==> config.mk <==
export PLATFORM = sky130hd
export DESIGN_NAME = pipelined_carry_adder_flat
export DESIGN_NICKNAME = d
export VERILOG_FILES = /design/src/rtl/pipelined_carry_adder_if.sv /design/src/rtl/pipelined_carry_adder.sv /design/src/flat_wrapper.sv
export SDC_FILE = /design/constraint.sdc
export NUM_CORES = 1
export LEC_CHECK = 0
export CAP_MARGIN = 10
export CORE_MARGIN = 4
export CORE_UTILIZATION = 54
export DETAILED_ROUTE_END_ITERATION = 7
export PLACE_DENSITY = 0.75
export SYNTH_ARGS = -nofsm -noshare
export SYNTH_HDL_FRONTEND = slang
export SYNTH_SLANG_ARGS = --single-unit
==> constraint.sdc <==
create_clock -name clk -period 2.7 [get_ports clk]
set_input_delay 0.27 -clock clk [delete_from_list [all_inputs] [get_ports clk]]
set_output_delay 0.27 -clock clk [all_outputs]
set_load 0.005 [all_outputs]
==> src/rtl/pipelined_carry_adder_if.sv <==
// rtl/pipelined_carry_adder_if.sv - operand/result handshake bundle for pipelined_carry_adder
// The ovf signal exists only when RCA_PIPE_OVF_EN is defined.
interface pipelined_carry_adder_if #(
  parameter int WIDTH = 16
);
  logic             in_valid;
  logic             in_ready;
  logic [WIDTH-1:0] a;
  logic [WIDTH-1:0] b;
  logic             cin;
  logic             out_valid;
  logic             out_ready;
  logic [WIDTH-1:0] sum;
  logic             cout;
`ifdef RCA_PIPE_OVF_EN
  logic             ovf;

  modport master (
    output in_valid, a, b, cin, out_ready,
    input  in_ready, out_valid, sum, cout, ovf
  );
  modport slave (
    input  in_valid, a, b, cin, out_ready,
    output in_ready, out_valid, sum, cout, ovf
  );
`else
  modport master (
    output in_valid, a, b, cin, out_ready,
    input  in_ready, out_valid, sum, cout
  );
  modport slave (
    input  in_valid, a, b, cin, out_ready,
    output in_ready, out_valid, sum, cout
  );
`endif
endinterface

==> src/rtl/pipelined_carry_adder.sv <==
// rtl/pipelined_carry_adder.sv - WIDTH-bit adder split into SEG-bit ripple segments, one register stage each
// Optional signed-overflow output enabled by RCA_PIPE_OVF_EN.
module pipelined_carry_adder #(
  parameter int WIDTH = 16,
  parameter int SEG   = 4
) (
  input logic                    clk,
  input logic                    rst_n,
  pipelined_carry_adder_if.slave bus
);
  localparam int NSTG = WIDTH / SEG;

  if (WIDTH % SEG != 0) begin : g_bad_param
    $error("WIDTH must be a multiple of SEG");
  end

  function automatic logic [SEG:0] seg_add(
    input logic [SEG-1:0] x,
    input logic [SEG-1:0] y,
    input logic           ci
  );
    logic [SEG-1:0] s;
    logic           c;
    logic           p;
    logic           g;
    s = '0;
    c = ci;
    for (int i = 0; i < SEG; i++) begin
      p    = x[i] ^ y[i];
      g    = x[i] & y[i];
      s[i] = p ^ c;
      c    = g | (c & p);
    end
    return {c, s};
  endfunction

  logic [NSTG-1:0] v;
  logic [NSTG-1:0] adv;

  // A stage may load when it is empty or its occupant moves on this edge.
  always_comb begin
    logic go;
    adv = '0;
    go  = bus.out_ready;
    for (int s = NSTG - 1; s >= 0; s--) begin
      go     = ~v[s] | go;
      adv[s] = go;
    end
  end

  for (genvar s = 0; s < NSTG; s++) begin : stg
    localparam int LO = s * SEG;

    logic                v_q;
    logic                c_q;
    logic [LO+SEG-1:0]   sum_q;
    logic                src_v;
    logic                src_c;
    logic [WIDTH-LO-1:0] src_a;
    logic [WIDTH-LO-1:0] src_b;
    logic [LO+SEG-1:0]   sum_d;
    logic [SEG:0]        r;

    if (s == 0) begin : g_in
      assign src_v = bus.in_valid;
      assign src_c = bus.cin;
      assign src_a = bus.a;
      assign src_b = bus.b;
      assign sum_d = r[SEG-1:0];
    end else begin : g_chain
      assign src_v = stg[s-1].v_q;
      assign src_c = stg[s-1].c_q;
      assign src_a = stg[s-1].g_rem.a_q;
      assign src_b = stg[s-1].g_rem.b_q;
      assign sum_d = {r[SEG-1:0], stg[s-1].sum_q};
    end

    assign r    = seg_add(src_a[SEG-1:0], src_b[SEG-1:0], src_c);
    assign v[s] = v_q;

    always_ff @(posedge clk or negedge rst_n) begin
      if (!rst_n) begin
        v_q   <= 1'b0;
        c_q   <= 1'b0;
        sum_q <= '0;
      end else if (adv[s]) begin
        v_q <= src_v;
        if (src_v) begin
          c_q   <= r[SEG];
          sum_q <= sum_d;
        end
      end
    end

    // Operand bits above this segment ride along until their own stage.
    if (s < NSTG - 1) begin : g_rem
      logic [WIDTH-LO-SEG-1:0] a_q;
      logic [WIDTH-LO-SEG-1:0] b_q;

      always_ff @(posedge clk or negedge rst_n) begin
        if (!rst_n) begin
          a_q <= '0;
          b_q <= '0;
        end else if (adv[s] && src_v) begin
          a_q <= src_a[WIDTH-LO-1:SEG];
          b_q <= src_b[WIDTH-LO-1:SEG];
        end
      end
    end

`ifdef RCA_PIPE_OVF_EN
    // Carry into the MSB is P^S at that bit; overflow is that XOR the carry out.
    if (s == NSTG - 1) begin : g_ovf
      logic ovf_q;

      always_ff @(posedge clk or negedge rst_n) begin
        if (!rst_n) begin
          ovf_q <= 1'b0;
        end else if (adv[s] && src_v) begin
          ovf_q <= src_a[SEG-1] ^ src_b[SEG-1] ^ r[SEG-1] ^ r[SEG];
        end
      end
    end
`endif
  end

  assign bus.in_ready  = adv[0];
  assign bus.out_valid = v[NSTG-1];
  assign bus.sum       = stg[NSTG-1].sum_q;
  assign bus.cout      = stg[NSTG-1].c_q;
`ifdef RCA_PIPE_OVF_EN
  assign bus.ovf       = stg[NSTG-1].g_ovf.ovf_q;
`endif

endmodule

==> src/flat_wrapper.sv <==
// flat-port wrapper written by rule: the top's interface ports become plain ports
module pipelined_carry_adder_flat 
#(
  parameter int WIDTH = 16,
  parameter int SEG   = 4
)
  (clk, rst_n, bus_in_valid, bus_a, bus_b, bus_cin, bus_out_ready, bus_in_ready, bus_out_valid, bus_sum, bus_cout);
  pipelined_carry_adder_if #(.WIDTH(WIDTH)) bus_i ();
  input logic clk;
  input logic rst_n;
  input wire logic [$bits(bus_i.in_valid)-1:0] bus_in_valid;
  input wire logic [$bits(bus_i.a)-1:0] bus_a;
  input wire logic [$bits(bus_i.b)-1:0] bus_b;
  input wire logic [$bits(bus_i.cin)-1:0] bus_cin;
  input wire logic [$bits(bus_i.out_ready)-1:0] bus_out_ready;
  output wire logic [$bits(bus_i.in_ready)-1:0] bus_in_ready;
  output wire logic [$bits(bus_i.out_valid)-1:0] bus_out_valid;
  output wire logic [$bits(bus_i.sum)-1:0] bus_sum;
  output wire logic [$bits(bus_i.cout)-1:0] bus_cout;
  assign bus_i.in_valid = bus_in_valid;
  assign bus_i.a = bus_a;
  assign bus_i.b = bus_b;
  assign bus_i.cin = bus_cin;
  assign bus_i.out_ready = bus_out_ready;
  assign bus_in_ready = bus_i.in_ready;
  assign bus_out_valid = bus_i.out_valid;
  assign bus_sum = bus_i.sum;
  assign bus_cout = bus_i.cout;
  pipelined_carry_adder #(.WIDTH(WIDTH), .SEG(SEG)) u_core (.clk(clk), .rst_n(rst_n), .bus(bus_i));
endmodule
==> results.md <==
- All-Layer GR Usage: between 10% and 20%
- Number of fillers in the final layout: about 580
- TritonCTS clock tree: built
- CTS Root Cell: sky130_fd_sc_hd__clkbuf_8
- Port buffer count: between 50 and 60
- Largest net degree at the start of global routing: 81
- Max-cap violations: 0
- PostCTS Resize Cnt: 0
- Vias in the first global route: about 2200
- Max layer used: met4
- Number of buffers inserted for hold repair after clock tree synthesis: 0
- Setup Buffers After CTS: 0
- Starting utilization of the core area: between 50% and 60%
- Largest delay share family, worst path: adder cells
- Clock insertion delay at the later pin of the skew report: roughly 340 ps
- Launching element of the worst setup path: u_core.stg[2].g_rem.b_q[0]
- Remaining Overflow, GRT: 0
- Half-perimeter wire length after placement: between 4000 and 5000 um
- Maximum clock frequency: 441 MHz
- Floorplan Core Area: 7250 um^2
- Num CTS Buffers: 9
- Number of pins exceeding their max-slew limit in the final report: 0
- Run status: finished clean
- Post-DRT Antenna Nets: 0
- Iteration-0 DRC Markers: a little under 80
- Largest cells by area after synthesis: sky130_fd_sc_hd__dfrtp_1 (60%), sky130_fd_sc_hd__mux2_2 (20%), sky130_fd_sc_hd__fa_1 (8.0%)
- Relative slew margins: 34.9%
- Most used cell along the critical path: sky130_fd_sc_hd__fa_1
- Post-Syn Instances: 266
- Final non-filler cell total: 433
- Clk_skew: approximately 9.8 ps
- Routed via count: around 2200
- Number of detailed-routing iterations run before antenna repair: 4
- Commonest non-fill, non-tap cells in the layout: sky130_fd_sc_hd__dfrtp_1 (96), sky130_fd_sc_hd__mux2_2 (71), sky130_fd_sc_hd__clkdlybuf4s50_1 (54)
- Diodes inserted: 0
- Synth Cell Area: roughly 4000 um^2
- Finished Cell Area: roughly 4900 um^2
- Average routed wire per standard cell: between 10 and 15 um
- Final net count: roughly 380
- H-tree Lvls: 3
- Register-to-register setup slack: roughly 430 ps
- Met3 WL: 212 um
- Layout overhead on the synthesized area: 21.5%
- Worst path slowest cell: sky130_fd_sc_hd__fa_1
- Min Tclk post-route: between 2000 and 2500 ps
- Type of the tightest min-delay check: in -> async
- Final clock period utilization by the worst path: 84.0%
- Top cell type by total area after synthesis: sky130_fd_sc_hd__dfrtp_1
- Unrepaired setup endpoints after global routing: no
- Synth Net Count: around 320
- Required time of the worst setup path: between 2000 and 3000 ps
- Dpl cell area: roughly 4700 um^2
- Post-DR vias/cell: slightly below 5
- Slew at the pin with the worst max-slew slack: about 980 ps
- Final Wtd Congestion: roughly 0.74
- FF-to-FF Start: u_core.stg[2].g_rem.b_q[0]
- Maximum ir drop on the vdd rail: 0.000491 V
- Leak pwr: roughly 0.0022 uW
- Std-Cell Rows: 31
- Clock-pin slew on the worst setup and hold paths: 90 ps
- Cell chain of the critical path: inv_1 > fa_1 > inv_1 > fa_1 > fa_1 > inv_1 > fa_1 > mux2i_1
- Distinct cells, synth: 17
- Number of buffer and inverter instances along the worst setup path: 3
- Initial antenna violation count: 0
- FF+latch count, synth: 96
- Maximum fanout along the worst path: 2
- Detailed-route wire length: 6140 um
- Layout cell share with drive strength beyond 1: roughly 29%
- Met2 wirelength from detailed routing: approximately 2900 um
- Startpoint kind of the worst setup timing path: flop
- Routed metal-1 wirelength: just under 3000 um
- Die X: 94.3 um
- First-pass GRT wire length: 10600 um
- Data arrival, critical path: about 2500 ps
- Slowest Stage Delay on Critical Path: between 400 and 500 ps
- Kind of capture point of the worst setup path: flop
- DRC violation count after routing: 0
- Number of hold violations in the final report: 0
- Number of setup violations in the final report: 0
- Post-synthesis sequential area ratio: around three fifths
- Start-to-end type of the worst setup path: reg -> reg
- Sinks on the clock net: 96
- Setup TNS: 0 ps
- Portion of synthesized cell area occupied by the leading cell type: 59.8%
- Endpoint of the lowest-slack register-to-register path: u_core.bus.sum[15]
- Reg2Reg Depth: 8
- Yosys warning count: 0
- Total placed cells including tap cells: 417
- Average size of a mapped cell: ~15 um^2
- Leading cell type in the layout, fill and taps excluded: sky130_fd_sc_hd__dfrtp_1
- PD cells: approximately 910 nW/um^2
- Bufs on Longest Clock Path: 2
- Height of the chip: between 90 and 100 um
- Top-Level Pins: 56
- Full die area: 8880 um^2
-- per-layer routing --
layer  global-route usage, %  vias up
met1                    22.7     1100
met4                    6.02        0
met5                       0        -
li1                        -     1007
met3                    3.04        6
met2                    23.3       39
-- layout make-up --
class / instances / area, um^2 / share of cell area [%]
repair buffers: 60 / 586 / 12.0
multi-input cells: 126 / 1430 / 29.2
well taps: 99 / 124 / 2.54
clock buffers: 11 / 151 / 3.10
clock inverters: 5 / 55.1 / 1.13
inverters: 36 / 135 / 2.77
flip-flops and latches: 96 / 2400 / 49.2
-- flip-flops by register name, summed over array words and instances (netlist names) --
signal,count
u_core.stg.g_rem.b_q,24
u_core.bus.sum,16
u_core.stg.sum_q,24
u_core.bus.out_valid,1
u_core.stg.g_rem.a_q,24
u_core.stg.v_q,3
u_core.stg.c_q,3
u_core.bus.cout,1
-- cell usage after synthesis, drive strengths merged --
cell	number
mux2i	9
nand2b	4
nand3b	1
nand2	5
inv	36
nand4b	1
dfrtp	96
fa	16
buf	8
o21ai	11
and4b	1
mux2	78
-- report_power, final --
group          switching, uW  internal, uW  total (uW)
clock network            459           476         935
logic                    490           814        1300
registers                258          1930        2190
total                   1210          3220        4420
-- per-stage QoR --
step / utilization, % / power [uW] / setup slack [ps] / hold slack [ps]
6_report: 67.3 / 4420 / 431 / 68.6
5_1_grt: 67.3 / 4760 / 274 / 157
3_5_place_dp: 64.4 / 3560 / 277 / 482
2_1_floorplan: - / 2940 / 543 / -25.6
3_3_place_gp: 64.4 / 3480 / 361 / 473
4_1_cts: 67.3 / 4490 / 406 / 115
-- worst register-to-register path, cell delays in order, from the launching register on --
cell,delay (ps)
sky130_fd_sc_hd__dfrtp_1,380
sky130_fd_sc_hd__inv_1,80
sky130_fd_sc_hd__fa_1,180
sky130_fd_sc_hd__inv_1,60
sky130_fd_sc_hd__fa_1,450
sky130_fd_sc_hd__fa_1,430
sky130_fd_sc_hd__inv_1,80
sky130_fd_sc_hd__fa_1,400
sky130_fd_sc_hd__mux2i_1,140
-- worst max path at each step --
| stage | endpoint | slack, ps | depth (start not counted) |
|---|---|---|---|
| global route | u_core.bus.sum[15] | 270 | 8 |
| floorplan | u_core.stg[1].sum_q[7] | 540 | 8 |
| finish | u_core.bus.sum[15] | 430 | 8 |
| global placement | u_core.stg[0].sum_q[3] | 360 | 9 |
| CTS | u_core.bus.sum[15] | 410 | 8 |
| detailed placement | u_core.stg[0].sum_q[3] | 280 | 9 |
-- kinds of logic after synthesis --
group                    after synthesis  synth area share (%)
multiplexers                          87                  24.1
AO/OA/AOI/OAI                         11                  1.46
AND/OR/NAND/NOR                       12                  1.96
buffers and inverters                 44                  4.70
adder cells (fa/ha/maj)               16                  7.97
flip-flops                            96                  59.8
Power figures use the tool's default switching activity.
